$ cat config.mk
export PLATFORM = sky130hd
export DESIGN_NAME = i2s_rx_deserializer_flat
export DESIGN_NICKNAME = d
export VERILOG_FILES = /design/src/rtl/i2s_rx_deserializer_pkg.sv /design/src/rtl/i2s_rx_deserializer_if.sv /design/src/rtl/i2s_rx_deserializer_sync_edge_det.sv /design/src/rtl/i2s_rx_deserializer.sv /design/src/flat_wrapper.sv
export SDC_FILE = /design/constraint.sdc
export NUM_CORES = 1
export LEC_CHECK = 0
export BUFFER_PORTS_ARGS = -buffer_cell sky130_fd_sc_hd__buf_2
export CAP_MARGIN = 20
export CORE_UTILIZATION = 50
export CTS_CLUSTER_SIZE = 16
export DETAILED_ROUTE_END_ITERATION = 8
export GPL_TIMING_DRIVEN = 0
export PLACE_DENSITY = 0.71
export SETUP_SLACK_MARGIN = 0.02
export SYNTH_ARGS = -nofsm -noshare
export SYNTH_HDL_FRONTEND = slang
export SYNTH_SLANG_ARGS = --single-unit
export TNS_END_PERCENT = 50
$ cat constraint.sdc
create_clock -name clk_i -period 2.8 [get_ports clk_i]
set_input_delay 0.56 -clock clk_i [delete_from_list [all_inputs] [get_ports clk_i]]
set_output_delay 0.56 -clock clk_i [all_outputs]
set_load 0.01 [all_outputs]
$ cat src/rtl/i2s_rx_deserializer_pkg.sv
// Shared types and constants for the I2S receive deserializer.
// Latency: n/a (types only).
// Backpressure: n/a (types only).
package i2s_rx_pkg;

  // Slot tracking: wait for first LRCK edge, skip the I2S delay bit,
  // shift sample bits, then discard slot padding.
  typedef enum logic [1:0] {
    IDLE  = 2'd0,
    DELAY = 2'd1,
    SHIFT = 2'd2,
    WAIT  = 2'd3
  } rx_state_e;

  typedef enum logic {
    CH_LEFT  = 1'b0,
    CH_RIGHT = 1'b1
  } chan_e;

  // clk_i must run at least this many cycles per BCLK period.
  localparam int MIN_CLK_PER_BCLK = 4;

endpackage

$ cat src/rtl/i2s_rx_deserializer_if.sv
// Sample output bus of the I2S deserializer: sample, signedness tag, channel.
// Latency: n/a (wiring only).
// Backpressure: valid/ready; producer holds all fields while valid && !ready.
//   master: drives sample_o, signed_o, chan_o, valid_o; receives ready_i.
//   slave : the consumer side (signed_data_extend).
interface i2s_rx_deserializer_if #(
  parameter int S_WD = 16
);
  logic [S_WD-1:0] sample_o;
  logic            signed_o;
  logic            chan_o;
  logic            valid_o;
  logic            ready_i;

  modport master (
    output sample_o,
    output signed_o,
    output chan_o,
    output valid_o,
    input  ready_i
  );

  modport slave (
    input  sample_o,
    input  signed_o,
    input  chan_o,
    input  valid_o,
    output ready_i
  );
endinterface

$ cat src/rtl/i2s_rx_deserializer_sync_edge_det.sv
// Multi-flop synchroniser for async inputs plus a rising-edge pulse on one of them.
// Latency: STAGES cycles through the chain; rise fires in the cycle the synced edge_in first reads 1.
// Backpressure: none.
//   edge_in : synchronised and edge-detected (BCLK)
//   din     : synchronised only (LRCK, SDATA), kept in lockstep with edge_in
//   dsync   : synchronised din
//   rise    : one-cycle pulse on a synchronised 0->1 of edge_in
module sync_edge_det #(
  parameter int W      = 2,
  parameter int STAGES = 2
) (
  input  logic         clk,
  input  logic         rst_n,
  input  logic         edge_in,
  input  logic [W-1:0] din,
  output logic [W-1:0] dsync,
  output logic         rise
);

  // All bits share one chain so data stays aligned with the clock it belongs to.
  logic [STAGES-1:0][W:0] stg;
  logic                   edge_q;

  always_ff @(posedge clk or negedge rst_n) begin
    if (!rst_n) begin
      stg    <= '0;
      edge_q <= 1'b0;
    end else begin
      stg    <= {stg[STAGES-2:0], {din, edge_in}};
      edge_q <= stg[STAGES-1][0];
    end
  end

  assign dsync = stg[STAGES-1][W:1];
  assign rise  = stg[STAGES-1][0] & ~edge_q;

endmodule

$ cat src/rtl/i2s_rx_deserializer.sv
// I2S receiver: recovers one MSB-first, left-aligned S_WD-bit sample per LRCK slot.
// Latency: valid_o rises 2 clk_i cycles after the synchronised BCLK rise carrying the last bit.
// Backpressure: valid/ready; a sample completing while the output is stalled is dropped and sets sticky overrun_o.
//   clk_i/rst_ni           : system clock (>= 4x BCLK), async active-low reset
//   bclk_i/lrck_i/sdata_i  : async codec serial inputs
//   signed_i               : format tag, registered alongside each sample
//   out_if                 : sample_o/signed_o/chan_o/valid_o/ready_i
//   overrun_o              : sticky drop flag, cleared only by reset
// Optional: I2S_RX_LJ_EN adds lj_i; lj_i = 1 selects left-justified framing (no delay bit).
module i2s_rx_deserializer
  import i2s_rx_pkg::*;
#(
  parameter int S_WD        = 16,
  parameter int SYNC_STAGES = 2
) (
  input  logic                  clk_i,
  input  logic                  rst_ni,
  input  logic                  bclk_i,
  input  logic                  lrck_i,
  input  logic                  sdata_i,
  input  logic                  signed_i,
`ifdef I2S_RX_LJ_EN
  input  logic                  lj_i,
`endif
  i2s_rx_deserializer_if.master out_if,
  output logic                  overrun_o
);

  localparam int CNT_W = $clog2(S_WD + 1);

  logic lj_mode;
`ifdef I2S_RX_LJ_EN
  assign lj_mode = lj_i;
`else
  assign lj_mode = 1'b0;
`endif

  // ---------------------------------------------------------------- sync
  logic       bclk_rise;
  logic [1:0] data_sync;
  logic       lrck_s;
  logic       sdata_s;

  sync_edge_det #(
    .W      (2),
    .STAGES (SYNC_STAGES)
  ) u_sync (
    .clk     (clk_i),
    .rst_n   (rst_ni),
    .edge_in (bclk_i),
    .din     ({sdata_i, lrck_i}),
    .dsync   (data_sync),
    .rise    (bclk_rise)
  );

  assign lrck_s  = data_sync[0];
  assign sdata_s = data_sync[1];

  // LRCK is only meaningful at BCLK rises. lrck_seen blocks a false edge
  // on the very first rise after reset, when there is no previous sample.
  logic lrck_smp;
  logic lrck_seen;
  logic lrck_edge;

  assign lrck_edge = bclk_rise && lrck_seen && (lrck_s != lrck_smp);

  // ---------------------------------------------------------------- FSM
  rx_state_e       state, state_d;
  logic [CNT_W-1:0] bit_cnt, bit_cnt_d;
  logic [S_WD-1:0] shreg, shreg_d;
  chan_e           cur_chan, cur_chan_d;
  logic            start_slot;
  logic            commit;
  logic [S_WD-1:0] commit_dat;
  chan_e           commit_chan;

  always_ff @(posedge clk_i or negedge rst_ni) begin
    if (!rst_ni) state <= IDLE;
    else         state <= state_d;
  end

  always_comb begin
    state_d     = state;
    bit_cnt_d   = bit_cnt;
    shreg_d     = shreg;
    cur_chan_d  = cur_chan;
    start_slot  = 1'b0;
    commit      = 1'b0;
    commit_dat  = shreg;
    commit_chan = cur_chan;

    case (state)
      IDLE: start_slot = lrck_edge;

      // The rise that revealed the LRCK edge carried the I2S delay bit,
      // so the next rise already holds the MSB: just clear and go.
      DELAY: begin
        bit_cnt_d = '0;
        shreg_d   = '0;
        state_d   = SHIFT;
      end

      SHIFT: begin
        if (lrck_edge) begin
          // Short slot: left-align what arrived, zero-fill the LSBs.
          start_slot = 1'b1;
          commit     = (bit_cnt != '0);
          commit_dat = shreg << (CNT_W'(S_WD) - bit_cnt);
        end else if (bclk_rise) begin
          shreg_d   = {shreg[S_WD-2:0], sdata_s};
          bit_cnt_d = bit_cnt + 1'b1;
          if (bit_cnt == CNT_W'(S_WD - 1)) begin
            commit     = 1'b1;
            commit_dat = {shreg[S_WD-2:0], sdata_s};
            state_d    = WAIT;
          end
        end
      end

      WAIT: start_slot = lrck_edge;

      default: state_d = IDLE;
    endcase

    // Slot entry shared by IDLE, SHIFT and WAIT. In left-justified mode
    // the edge rise itself carries the MSB.
    if (start_slot) begin
      cur_chan_d = chan_e'(lrck_s);
      if (lj_mode) begin
        state_d   = SHIFT;
        bit_cnt_d = CNT_W'(1);
        shreg_d   = {{(S_WD-1){1'b0}}, sdata_s};
      end else begin
        state_d   = DELAY;
      end
    end
  end

  // ---------------------------------------------------------------- datapath
  // Completed samples are parked one cycle before the output stage.
  logic            pend_vld;
  logic [S_WD-1:0] pend_dat;
  chan_e           pend_chan;

  always_ff @(posedge clk_i or negedge rst_ni) begin
    if (!rst_ni) begin
      bit_cnt   <= '0;
      shreg     <= '0;
      cur_chan  <= CH_LEFT;
      lrck_smp  <= 1'b0;
      lrck_seen <= 1'b0;
      pend_vld  <= 1'b0;
      pend_dat  <= '0;
      pend_chan <= CH_LEFT;
    end else begin
      bit_cnt  <= bit_cnt_d;
      shreg    <= shreg_d;
      cur_chan <= cur_chan_d;
      pend_vld <= commit;
      if (commit) begin
        pend_dat  <= commit_dat;
        pend_chan <= commit_chan;
      end
      if (bclk_rise) begin
        lrck_smp  <= lrck_s;
        lrck_seen <= 1'b1;
      end
    end
  end

  // ---------------------------------------------------------------- output
  always_ff @(posedge clk_i or negedge rst_ni) begin
    if (!rst_ni) begin
      out_if.sample_o <= '0;
      out_if.signed_o <= 1'b0;
      out_if.chan_o   <= 1'b0;
      out_if.valid_o  <= 1'b0;
      overrun_o       <= 1'b0;
    end else if (pend_vld) begin
      if (!out_if.valid_o || out_if.ready_i) begin
        out_if.sample_o <= pend_dat;
        out_if.signed_o <= signed_i;
        out_if.chan_o   <= pend_chan;
        out_if.valid_o  <= 1'b1;
      end else begin
        overrun_o <= 1'b1;
      end
    end else if (out_if.valid_o && out_if.ready_i) begin
      out_if.valid_o <= 1'b0;
    end
  end

endmodule

$ cat src/flat_wrapper.sv
// flat-port wrapper written by rule: the top's interface ports become plain ports
module i2s_rx_deserializer_flat import i2s_rx_pkg::*;
#(
  parameter int S_WD        = 16,
  parameter int SYNC_STAGES = 2
)
  (clk_i, rst_ni, bclk_i, lrck_i, sdata_i, signed_i, overrun_o, out_if_sample_o, out_if_signed_o, out_if_chan_o, out_if_valid_o, out_if_ready_i);
  i2s_rx_deserializer_if #(.S_WD(S_WD)) out_if_i ();
  input  logic clk_i;
  input  logic rst_ni;
  input  logic bclk_i;
  input  logic lrck_i;
  input  logic sdata_i;
  input  logic signed_i;
  output logic overrun_o;
  output wire logic [$bits(out_if_i.sample_o)-1:0] out_if_sample_o;
  output wire logic [$bits(out_if_i.signed_o)-1:0] out_if_signed_o;
  output wire logic [$bits(out_if_i.chan_o)-1:0] out_if_chan_o;
  output wire logic [$bits(out_if_i.valid_o)-1:0] out_if_valid_o;
  input wire logic [$bits(out_if_i.ready_i)-1:0] out_if_ready_i;
  assign out_if_sample_o = out_if_i.sample_o;
  assign out_if_signed_o = out_if_i.signed_o;
  assign out_if_chan_o = out_if_i.chan_o;
  assign out_if_valid_o = out_if_i.valid_o;
  assign out_if_i.ready_i = out_if_ready_i;
  i2s_rx_deserializer #(.S_WD(S_WD), .SYNC_STAGES(SYNC_STAGES)) u_core (.clk_i(clk_i), .rst_ni(rst_ni), .bclk_i(bclk_i), .lrck_i(lrck_i), .sdata_i(sdata_i), .signed_i(signed_i), .out_if(out_if_i), .overrun_o(overrun_o));
endmodule
==> results of run 1 <==
==> per-stage QoR <==
stage | TNS [ps] | area [µm²] | util (%) | cells | setup WS [ps]
6_report | 0 | 4330 | 60.0 | 490 | 156
3_5_place_dp | -3630 | 3970 | 55.0 | 470 | -261
4_1_cts | 0 | 4270 | 59.1 | 487 | 42.5
2_1_floorplan | 0 | 3710 | - | 345 | 163
5_1_grt | -31.2 | 4330 | 60.0 | 490 | -25.4
3_3_place_gp | -3230 | 3970 | 55.0 | 470 | -236
==> cell usage in the layout (no fill, tap or decap), types with 3 or more instances in the layout <==
cell type,Yosys,routed
mux2_2,23,23
mux4_1,6,6
nand2_1,43,43
nor2_1,23,23
bufinv_16,0,3
a21oi_1,19,18
o22ai_1,9,9
buf_2,6,28
clkbuf_8,0,9
o21a_1,3,3
nand3_1,5,5
and3_1,6,6
o21ai_0,25,25
buf_4,2,6
nand3b_1,3,3
buf_6,1,5
nand2b_1,4,4
ha_1,7,6
clkbuf_1,12,11
inv_1,8,8
o221ai_1,4,4
dfrtp_1,71,71
mux2i_1,25,25
a31oi_1,3,3
==> area by class of cell <==
| cell class | instances | area (µm²) |
|---|---|---|
| clock buffer | 9 | 124 |
| inverter | 8 | 30.0 |
| timing repair buffer | 30 | 166 |
| sequential | 71 | 1780 |
| clock inverter | 7 | 120 |
| multi-input combinational | 244 | 1860 |
| buffer | 22 | 126 |
| fill | 638 | 2890 |
| tap | 99 | 124 |
==> report_power, final <==
group	internal (mW)	leakage [nW]	switching, mW
clock	0.594	0.120	0.398
sequential	1.34	0.921	0.209
combinational	0.781	0.894	1.10
==> logic make-up (layout without fill, tap and decap cells) <==
group	Yosys count	after routing	share of synthesized area, %
and+or+nand+nor	98	98	12.6
buffers and inverters	30	76	3.67
muxes	56	56	19.2
DFF	71	71	47.8
adders and majority gates	7	7	2.36
AOI/OAI and AO/OA	79	79	13.0
xor gates and xnor gates	4	4	1.35
==> critical path, delay by kind of cell, from the launching register on <==
| kind | cells | cell delay, ps |
|---|---|---|
| fa+ha+maj | 1 | 160 |
| compound gates | 2 | 590 |
| simple gates | 2 | 540 |
| flops | 1 | 500 |
| buf+inv | 2 | 420 |
| mux | 1 | 330 |
==> sequential cells by signal, summed over array words and instances, names as in the netlist <==
| register | count |
|---|---|
| u_core.out_if.sample_o | 16 |
| u_core.lrck_seen | 1 |
| u_core.commit_chan | 1 |
| u_core.u_sync.dsync | 2 |
| u_core.bit_cnt | 5 |
| u_core.u_sync.stg | 4 |
| u_core.pend_dat | 16 |
| u_core.pend_chan | 1 |
| u_core.state | 2 |
| u_core.lrck_smp | 1 |
| u_core.out_if.signed_o | 1 |
| u_core.u_sync.edge_q | 1 |
| u_core.out_if.valid_o | 1 |
| u_core.shreg | 16 |
| u_core.out_if.chan_o | 1 |
| u_core.overrun_o | 1 |
| u_core.pend_vld | 1 |
==> routing by layer <==
layer  wire length (µm)  part of all wire (%)
met3                376                   4.5
met2               3930                    47
met4                159                   1.9
met1               3930                    47
met5                  0                     0
==> Yosys cell counts, types with 2 or more instances <==
master	number	area [µm²]
o21ai_0	25	125
o221ai_1	4	35.0
mux4_2	2	45.0
mux2_2	23	259
inv_1	8	30.0
a21o_1	2	15.0
o22a_1	2	17.5
nand3_1	5	25.0
o22ai_1	9	56.3
buf_2	6	30.0
nor2_1	23	86.3
a22oi_1	2	15.0
nor3_1	2	10.0
nand3b_1	3	22.5
mux4_1	6	158
nand2b_1	4	25.0
and3_1	6	37.5
clkbuf_1	12	45.0
nor3b_1	2	15.0
nand2_1	43	161
a31oi_1	3	18.8
ha_1	7	87.6
o21a_1	3	22.5
dfrtp_1	71	1780
a21oi_1	19	95.1
mux2i_1	25	250
buf_4	2	15.0
==> what timing repair did <==
action / in CTS / in global routing
resized for setup: 8 / 11
pin swaps: 0 / 2
gates cloned: 1 / 0
setup buffers: 0 / 3
endpoints found under the setup margin: 18 / 15
==> worst min path at each step <==
stage,start,depth (start not counted),to
after CTS,bclk_i,1,u_core.u_sync.stg[0]$_DFF_PN0_
final,bclk_i,1,u_core.u_sync.stg[0]$_DFF_PN0_
after floorplan,rst_ni,0,u_core.bit_cnt[0]$_DFFE_PN0P_
after global placement,u_core.u_sync.stg[1]$_DFF_PN0_,0,u_core.u_sync.dsync[0]$_DFF_PN0_
after detailed placement,u_core.u_sync.stg[2]$_DFF_PN0_,0,u_core.u_sync.dsync[1]$_DFF_PN0_
after global routing,bclk_i,1,u_core.u_sync.stg[0]$_DFF_PN0_
==> out/metrics.csv, run 1 <==
stage,metric,value,unit
detailed_routing,First-pass DRT Iterations,4,
setup_path,reg2reg path depth,8,
setup_path,crit-path cells,buf_2 > and3_1 > ha_1 > nand3b_1 > a21oi_2 > o21a_1 > buf_4 > mux2_2,
placed_design,port bufs,26,
timing,Max-slew headroom,42.9,%
yosys,post-synthesis sequential element count,71,
yosys,Mapped Area,3710,µm²
status,status,"finished, final reports clean",
setup_path,peak fanout along the critical path,10,
global_route,GR Layer Usage met1,31.6,%
global_route,vias in the first global route,2641,
timing,worst-case clock skew,11.5,ps
clock_network,"Clk Latency, worst-skew pair",350,ps
power,P per Cell Area,1020,nW/µm²
setup_path,RR Startpoint,u_core.bit_cnt[2]$_DFFE_PN0P_,
timing,Worst Tran Pin Value,856,ps
min_path,Hold Crit Class,input port to flop,
detailed_routing,DRT iter0 DRCs,149,
setup_path,r2r setup slk,160,ps
floorplan,I/O pin cnt,27,
setup_path,Critical Path RT,3030,ps
timing,Max Slew Vio Count,0,
global_route,largest net degree at the start of global routing,72,
global_route,antenna violations before repair,0,
layout,layout cells sized above 1,23.3,%
yosys,Synth Net Count,359,
setup_path,Critical Path Sink Type,flop,
placed_design,routability cong.,0.921,
layout,area grow syn2layout,16.5,%
yosys,"Top FF cell, synth",dfrtp_1,
global_route,GR peak layer,met2,
setup_path,Critical Path End,u_core.pend_chan$_DFFE_PN0P_,
yosys,Synth Warn #,0,
clock_network,clk slew on worst S/H paths,80,ps
setup_path,CP max stage cell,dfrtp_1,
detailed_routing,via count,2818,
timing,Hold WS,313,ps
detailed_routing,Routed wire per std cell,17.1,µm
floorplan,Starting Density,51.5,%
setup_path,Worst Setup Start Kind,flop,
clock_network,hold bufs inserted after CTS,0,
yosys,Syn Inst Count,345,
floorplan,die span in x,88.2,µm
setup_path,Critical Path Start,u_core.bit_cnt[2]$_DFFE_PN0P_,
job,max-cap violation count,0,
yosys,count of cell types in the netlist,53,
floorplan,Core ar.,7210,µm²
global_route,met3 usage,5.09,%
clock_network,TritonCTS Buffers,9,
placed_design,hpwl dp,5.85,mm
floorplan,die area,7780,µm²
detailed_routing,DR vias/cell,5.75,
setup_path,reg2reg end,u_core.pend_chan$_DFFE_PN0P_,
setup_path,WS Path Type,flop to flop,
clock_network,clock root cell,clkbuf_8,
yosys,"EDFF count, synth",0,
detailed_routing,total detailed-routing wirelength,8.39,mm
power,Overall Power,4.42,mW
clock_network,clk sink count,71,
setup_path,Max stage delay on crit path,500,ps
setup_path,WP data arrival,2880,ps
power,Leakage,1.93,nW
timing,Final setup viols,0,
layout,nets,400,
global_route,total global routing overflow,0,
power,VDD IR-drop max,0.000425,V
timing,fin crit period,2640,ps
global_route,gr usage total,23.6,%
global_route,first-pass GRT wire length,13.5,mm
timing,crit share post-route,94.4,%
clock_network,Max H-tree Level,3,
detailed_routing,ANT nets after route,0,
clock_network,Max Root-Sink Buffers,2,
yosys,syn avg cell area,10.8,µm²
floorplan,row count,31,
yosys,ys async rst share,100,%
detailed_routing,DRC Markers,0,
global_route,met2 GRT Util,36.7,%
yosys,"Seq/Total Area, Yosys",47.8,%
floorplan,die height,88.2,µm
timing,f_max,0.378,GHz
timing,final count of hold timing violations,0,
layout,Diodes inserted,0,
clock_network,CTS tree,yes,
No activity file was read; power rests on OpenSTA's default activity.
==> inputs of run 2 (changes only) <==
CORE_ASPECT_RATIO = 0.75   (was default)
RECOVER_POWER = 25   (was default)
==> out/metrics.csv, run 2 (synthesis results as in run 1) <==
stage,metric,value,unit,change
timing,RSZ-0062 raised after global routing,no,,
global_route,antenna violations before repair,0,,unchanged
power,Comb pwr share,43.0,%,+0.6 points
layout,layout cells sized above 1,22.5,%,-0.79 points
detailed_routing,total detailed-routing wirelength,8.59,mm,+2.4%
detailed_routing,DRT iter0 DRCs,246,,+65%
floorplan,I/O pin cnt,27,,unchanged
global_route,largest net degree at the start of global routing,72,,unchanged
detailed_routing,DR vias/cell,5.83,,+1.3%
clock_network,clk sink count,71,,unchanged
placed_design,routability cong.,0.951,,+3.3%
layout,final core occ,61.1,%,+1.1 points
clock_network,CTS tree,yes,,
timing,worst-case clock skew,10.3,ps,-1.18 ps
setup_path,CP max stage cell,dfrtp_1,,
setup_path,crit-path cells,buf_6 > inv_1 > ha_4 > nor3b_2 > ha_1 > and3b_1 > o2111ai_4 > buf_6 > o22ai_1 > a21oi_1 > a21oi_1,,
min_path,Hold Crit Class,input port to flop,,
power,internal power,2.63,mW,-3.2%
clock_network,clk slew on worst S/H paths,70,ps,about the same
global_route,met3 usage,7.61,%,+2.5 points
detailed_routing,DRC Markers,0,,unchanged
global_route,gr usage total,24.6,%,+1.1 points
layout,post-route cell area,4280,µm²,-1.2%
timing,Worst Tran Pin Value,1690,ps,+834 ps
floorplan,die height,76.6,µm,-13%
layout,nets,396,,-1.0%
floorplan,die span in x,102,µm,+15%
timing,Total Neg Setup Slack,0,ps,unchanged
power,P per Cell Area,1010,nW/µm²,-1.1%
status,failing checks,"capacitance limit, slew limit",,
clock_network,Max H-tree Level,3,,unchanged
layout,Reg area,1780,µm²,unchanged
global_route,total global routing overflow,0,,unchanged
layout,area grow syn2layout,15.1,%,
status,status,"finished, violations left",,
detailed_routing,Routed wire per std cell,17.7,µm,+3.5%
setup_path,peak fanout along the critical path,16,,+6
global_route,GR Layer Usage met1,35.8,%,+4.2 points
clock_network,Max Root-Sink Buffers,2,,unchanged
power,Sequential Power Share,35.9,%,+0.8 points
setup_path,Critical Path Sink Type,flop,,
timing,crit share post-route,92.4,%,-2.0 points
global_route,first-pass GRT wire length,14.3,mm,+6.0%
power,clock group share of total power,21.1,%,-1.4 points
timing,Max-slew headroom,-12.7,%,-56 points
global_route,GR peak layer,met1,,
timing,final count of hold timing violations,0,,unchanged
setup_path,WS Path Type,flop to flop,,
global_route,met2 GRT Util,35.0,%,-1.7 points
clock_network,"Clk Latency, worst-skew pair",350,ps,about the same
power,sw power,1.69,mW,-0.72%
detailed_routing,ANT nets after route,0,,unchanged
global_route,vias in the first global route,2747,,+4.0%
layout,filler cell count,586,,-8.2%
setup_path,WP data arrival,2860,ps,-20 ps
timing,f_max,0.386,GHz,+2.1%
floorplan,Core ar.,6990,µm²,-3.1%
placed_design,port bufs,26,,unchanged
floorplan,die area,7780,µm²,about the same
setup_path,Critical Path RT,3070,ps,+40 ps
layout,"commonest non-fill, non-tap cell in the layout",dfrtp_1,,
clock_network,hold bufs inserted after CTS,0,,unchanged
layout,Diodes inserted,0,,unchanged
detailed_routing,First-pass DRT Iterations,5,,+1
power,sw frac,39.1,%,+0.61 points
setup_path,Max stage delay on crit path,370,ps,-130 ps
timing,Max Slew Vio Count,72,,+72
floorplan,Starting Density,53.1,%,+1.6 points
detailed_routing,via count,2826,,+0.28%
timing,fin crit period,2590,ps,-55.4 ps
layout,Largest regs,"u_core.out_if.sample_o (16), u_core.pend_dat (16), u_core.shreg (16)",,
power,VDD IR-drop max,0.000471,V,+11%
timing,Final setup viols,0,,unchanged
layout,multi-input logic area,1870,µm²,+0.67%
floorplan,row count,26,,-16%
setup_path,Worst Setup Start Kind,flop,,
placed_design,hpwl dp,6.23,mm,+6.5%
clock_network,clock root cell,clkbuf_8,,
layout,most frequent cells in the layout,"71 x dfrtp_1, 43 x nand2_1, 29 x buf_2, 25 x o21ai_0, 25 x mux2i_1",,
clock_network,postcts setup bufs,0,,unchanged
power,Leakage,1.90,nW,-1.6%
job,max-cap violation count,1,,+1
placed_design,Placement Cell Area,3970,µm²,about the same
clock_network,TritonCTS Buffers,9,,unchanged
[run 2: final timing paths]
kind,startpoint,endpoint,slack (ps),cells past startpoint
max reg2reg,u_core.bit_cnt[0]$_DFFE_PN0P_,u_core.pend_dat[12]$_DFFE_PN0P_,210,11
max,u_core.bit_cnt[0]$_DFFE_PN0P_,u_core.pend_dat[12]$_DFFE_PN0P_,210,11
min,sdata_i,u_core.u_sync.stg[2]$_DFF_PN0_,310,1
min reg2reg,u_core.u_sync.stg[2]$_DFF_PN0_,u_core.u_sync.dsync[1]$_DFF_PN0_,350,0
min in group asynchronous,rst_ni,u_core.shreg[13]$_DFFE_PN0P_,650,1
max in group asynchronous,rst_ni,u_core.shreg[5]$_DFFE_PN0P_,1140,1
[run 2: layout make-up]
cell class	instances	area share [%]
buffer	21	2.69
clock buffer	11	3.31
clock inverter	5	1.90
inverter	8	0.702
multi-input combinational	244	43.8
sequential	71	41.5
tap	98	2.87
timing repair buffer	27	3.16
[run 2: critical path: cells and delay by family (launching register included)]
family | cells | cell delay [ps]
buf+inv | 3 | 530
fa+ha+maj | 2 | 560
compound gates | 4 | 670
flops | 1 | 370
simple gates | 2 | 370
[run 2: per-layer routing]
metal,vias up,part of all wire [%]
met5,-,0
met4,0,1.2
met3,15,6.7
met2,99,44
met1,1388,48
li1,1324,-
[run 2: power groups by stage]
stage | clock network [mW] | registers [mW] | logic, mW
final | 0.911 | 1.55 | 1.86
after global routing | 0.980 | 1.60 | 2.06
after CTS | 0.936 | 1.55 | 1.84
after detailed placement | 0 | 1.57 | 1.77
after global placement | 0 | 1.55 | 1.75
after floorplan | 0 | 1.58 | 1.21
[run 2: metrics by stage]
| step | hold WS [ps] | instances | worst slack [ps] | total power, mW |
|---|---|---|---|---|
| 6_report | 315 | 485 | 212 | 4.32 |
| 5_1_grt | 298 | 485 | 27.4 | 4.63 |
| 4_1_cts | 300 | 485 | 28.7 | 4.33 |
| 3_5_place_dp | 335 | 469 | -278 | 3.34 |
| 3_3_place_gp | 332 | 469 | -270 | 3.30 |
| 2_1_floorplan | 264 | 345 | 163 | 2.80 |
[run 2: what timing repair did]
action	4_1_cts	5_1_grt
pin swaps	0	1
endpoints found under the setup margin	18	16
cloned	0	1
resized for setup	9	8
==> inputs of run 3 (changes only) <==
GPL_TIMING_DRIVEN = default   (was 0)
SYNTH_HIERARCHICAL = 1   (was default)
==> out/metrics.csv, run 3 <==
stage,metric,value,unit,change
status,status,"finished, final reports clean",,
setup_path,WS Path Type,flop to flop,,
timing,Total Neg Setup Slack,0,ps,unchanged
setup_path,Max stage delay on crit path,500,ps,+130 ps
global_route,GR Layer Usage met1,36.3,%,+0.51 points
clock_network,CTS tree,yes,,
detailed_routing,Routed wire per std cell,18.8,µm,+5.8%
timing,fin crit period,2570,ps,-22.1 ps
power,sw frac,37.9,%,-1.2 points
setup_path,Worst Setup Start Kind,flop,,
layout,final core occ,58.2,%,-2.9 points
yosys,ys async rst share,100,%,unchanged
min_path,hold path start,lrck_i,,
layout,layout cells sized above 1,31.2,%,+8.7 points
yosys,"Top FF cell, synth",dfrtp_1,,
power,Comb pwr share,40.4,%,-2.6 points
timing,crit share post-route,91.7,%,-0.79 points
clock_network,Max H-tree Level,3,,unchanged
setup_path,CP dominant cell by count,a31oi_1,,
yosys,"Seq/Total Area, Yosys",45.4,%,-2.4 points
timing,Max Slew Vio Count,0,,-100%
layout,nets,385,,-2.8%
global_route,first-pass GRT wire length,15.2,mm,+6.1%
min_path,hold endpoint,u_core/u_sync/stg[1]$_DFF_PN0_,,
clock_network,hold bufs inserted after CTS,0,,unchanged
layout,post-route cell area,4350,µm²,+1.6%
setup_path,peak fanout along the critical path,14,,-2
power,Leakage,1.96,nW,+2.7%
setup_path,reg2reg end,u_core/pend_dat[8]$_DFFE_PN0P_,,
clock_network,post-CTS sizing,0,,-9
power,internal power,2.40,mW,-8.9%
timing,Max-slew headroom,1.02,%,+14 points
setup_path,CP max stage cell,ha_1,,
yosys,Yosys top cell by area,dfrtp_1,,
setup_path,Critical Path Sink Type,flop,,
placed_design,port bufs,26,,unchanged
power,VDD IR-drop max,0.000412,V,-13%
clock_network,clk slew on worst S/H paths,80,ps,about the same
yosys,Synth top cells by count,"71 x dfrtp_1, 40 x mux2_2, 39 x nand2_1",,
detailed_routing,DR vias/cell,6.06,,+3.9%
timing,f_max,0.390,GHz,+0.86%
layout,Largest regs,"u_core/out_if.sample_o (16), u_core/pend_dat (16), u_core/shreg (16)",,
layout,Diodes inserted,0,,unchanged
yosys,count of cell types in the netlist,50,,-5.7%
clock_network,clk sink count,71,,unchanged
yosys,top-area cell type share of the netlist area,45.4,%,-2.4 points
detailed_routing,total detailed-routing wirelength,8.98,mm,+4.5%
global_route,met2 GRT Util,34.2,%,-0.80 points
clock_network,"Clk Latency, worst-skew pair",360,ps,about the same
floorplan,Starting Density,52.4,%,-0.67 points
power,sw power,1.47,mW,-13%
yosys,"count leader, synth",dfrtp_1,,
floorplan,die area,8190,µm²,+5.3%
detailed_routing,DRC Markers,0,,unchanged
timing,Worst Tran Pin Value,1480,ps,-205 ps
floorplan,I/O pin cnt,27,,unchanged
layout,"commonest non-fill, non-tap cell in the layout",dfrtp_1,,
timing,Final setup viols,0,,unchanged
yosys,synth top area cells,"dfrtp_1 45%, mux2_2 12%, mux4_2 6.9%, nand2_1 3.7%, a31oi_1 3.7%",,
placed_design,Placement Cell Area,4160,µm²,+4.8%
clock_network,Max Root-Sink Buffers,2,,unchanged
clock_network,postcts setup bufs,0,,unchanged
power,clock group share of total power,21.0,%,about the same
global_route,antenna violations before repair,0,,unchanged
min_path,Hold Crit Class,input port to flop,,
global_route,largest net degree at the start of global routing,31,,-57%
detailed_routing,First-pass DRT Iterations,5,,unchanged
yosys,syn avg cell area,11.2,µm²,+4.2%
global_route,total global routing overflow,0,,unchanged
yosys,"EDFF count, synth",0,,unchanged
clock_network,clock root cell,clkbuf_8,,
timing,final count of hold timing violations,0,,unchanged
setup_path,Critical Path RT,3020,ps,-50 ps
global_route,vias in the first global route,2794,,+1.7%
yosys,Synth Warn #,6,,+6
floorplan,die height,78.6,µm,+2.6%
floorplan,Core ar.,7470,µm²,+6.7%
layout,most frequent cells in the layout,"71 x dfrtp_1, 40 x mux2_2, 39 x nand2_1, 27 x nand3_1, 25 x buf_2",,
job,max-cap violation count,0,,-1
detailed_routing,via count,2901,,+2.7%
yosys,Syn Inst Count,349,,+1.2%
power,P per Cell Area,889,nW/µm²,-12%
setup_path,WP data arrival,2790,ps,-70 ps
floorplan,die span in x,104,µm,+2.6%
setup_path,r2r setup slk,230,ps,+20 ps
placed_design,worst slack at placement,283,ps,+562 ps
global_route,gr usage total,24.4,%,-0.21 points
global_route,met3 usage,7.14,%,-0.47 points
global_route,GR peak layer,met1,,
setup_path,RR Startpoint,u_core/bit_cnt[1]$_DFFE_PN0P_,,
floorplan,row count,27,,+3.8%
min_path,hold path depth,1,,unchanged
timing,final worst slack,234,ps,+22.1 ps
yosys,post-synthesis sequential element count,71,,unchanged
timing,RSZ-0062 raised after global routing,no,,
yosys,Mapped Area,3920,µm²,+5.4%
power,Sequential Power Share,38.5,%,+2.6 points
yosys,Synth Net Count,361,,+0.56%
setup_path,crit-path cells,inv_1 > ha_1 > buf_4 > mux2_2 > mux4_1 > a31oi_1 > a31oi_1,,
layout,area grow syn2layout,11.0,%,
detailed_routing,ANT nets after route,0,,unchanged
placed_design,routability cong.,0.917,,-3.6%
timing,worst-case clock skew,17.6,ps,+7.25 ps
clock_network,TritonCTS Buffers,9,,unchanged
setup_path,reg2reg path depth,7,,-4
detailed_routing,DRT iter0 DRCs,249,,+1.2%
placed_design,hpwl dp,6.62,mm,+6.2%
[run 3: cell types whose count changed after synthesis, moves of 5 or more]
cell	delta
mux2_2	+17
o21ai_0	-12
nand3_1	+22
mux2i_1	-13
o22ai_1	-9
mux4_2	+10
mux4_1	-5
nor2_1	-21
a21oi_1	-16
a31oi_1	+20
clkbuf_1	+5
[run 3: final cells by class]
type / instances / area (µm²)
Clock buffer: 9 / 124
Clock inverter: 7 / 71.3
Fill cell: 654 / 3120
Inverter: 8 / 30.0
Multi-Input combinational cell: 242 / 1980
Sequential cell: 71 / 1780
Tap cell: 101 / 126
Timing Repair Buffer: 41 / 239
[run 3: kinds of logic after synthesis]
logic type / Yosys count / share of synthesized area, %
flip-flops: 71 / 45.4
AO/OA/AOI/OAI: 68 / 12.0
adder cells (fa/ha/maj): 5 / 1.60
XOR/XNOR: 6 / 2.21
buffers and inverters: 36 / 4.03
AND/OR/NAND/NOR: 98 / 12.7
multiplexers: 65 / 22.1
[run 3: how the worst max path moves through the flow]
stage                                  startpoint                        endpoint  slack, ps  cells past startpoint
floorplan           u_core/bit_cnt[0]$_DFFE_PN0P_  u_core/pend_dat[6]$_DFFE_PN0P_        120                      7
global placement    u_core/bit_cnt[1]$_DFFE_PN0P_  u_core/pend_dat[8]$_DFFE_PN0P_        300                      7
detailed placement  u_core/bit_cnt[1]$_DFFE_PN0P_  u_core/pend_dat[8]$_DFFE_PN0P_        280                      7
CTS                 u_core/bit_cnt[1]$_DFFE_PN0P_  u_core/pend_dat[8]$_DFFE_PN0P_        270                      7
global route        u_core/bit_cnt[1]$_DFFE_PN0P_  u_core/pend_dat[8]$_DFFE_PN0P_        100                      7
finish              u_core/bit_cnt[1]$_DFFE_PN0P_  u_core/pend_dat[8]$_DFFE_PN0P_        230                      7
[run 3: through the flow]
step | std cells | hold slack, ps | power [mW]
after global placement | 463 | 335 | 3.02
after floorplan | 349 | 264 | 2.58
after CTS | 479 | 229 | 3.87
final | 479 | 302 | 3.86
after global routing | 479 | 282 | 4.09
after detailed placement | 463 | 337 | 3.05
[run 3: worst max-delay path, delay by kind of cell, from the launching register on]
kind                     cells  cell delay (ps)
flip-flops                   1              420
AO/OA/AOI/OAI                2              290
multiplexers                 2              850
buffers and inverters        2              380
adder cells (fa/ha/maj)      1              500
[run 3: power groups by stage]
stage	registers, mW	clock network [mW]	logic (mW)
2_1_floorplan	1.48	0	1.10
3_3_place_gp	1.49	0	1.53
3_5_place_dp	1.51	0	1.54
4_1_cts	1.49	0.831	1.55
5_1_grt	1.53	0.882	1.68
6_report	1.49	0.812	1.56
[run 3: layer usage]
layer	wire, µm	up-vias
met2	3830	116
met5	0	-
met3	669	8
met1	4400	1430
li1	-	1347
met4	83	0
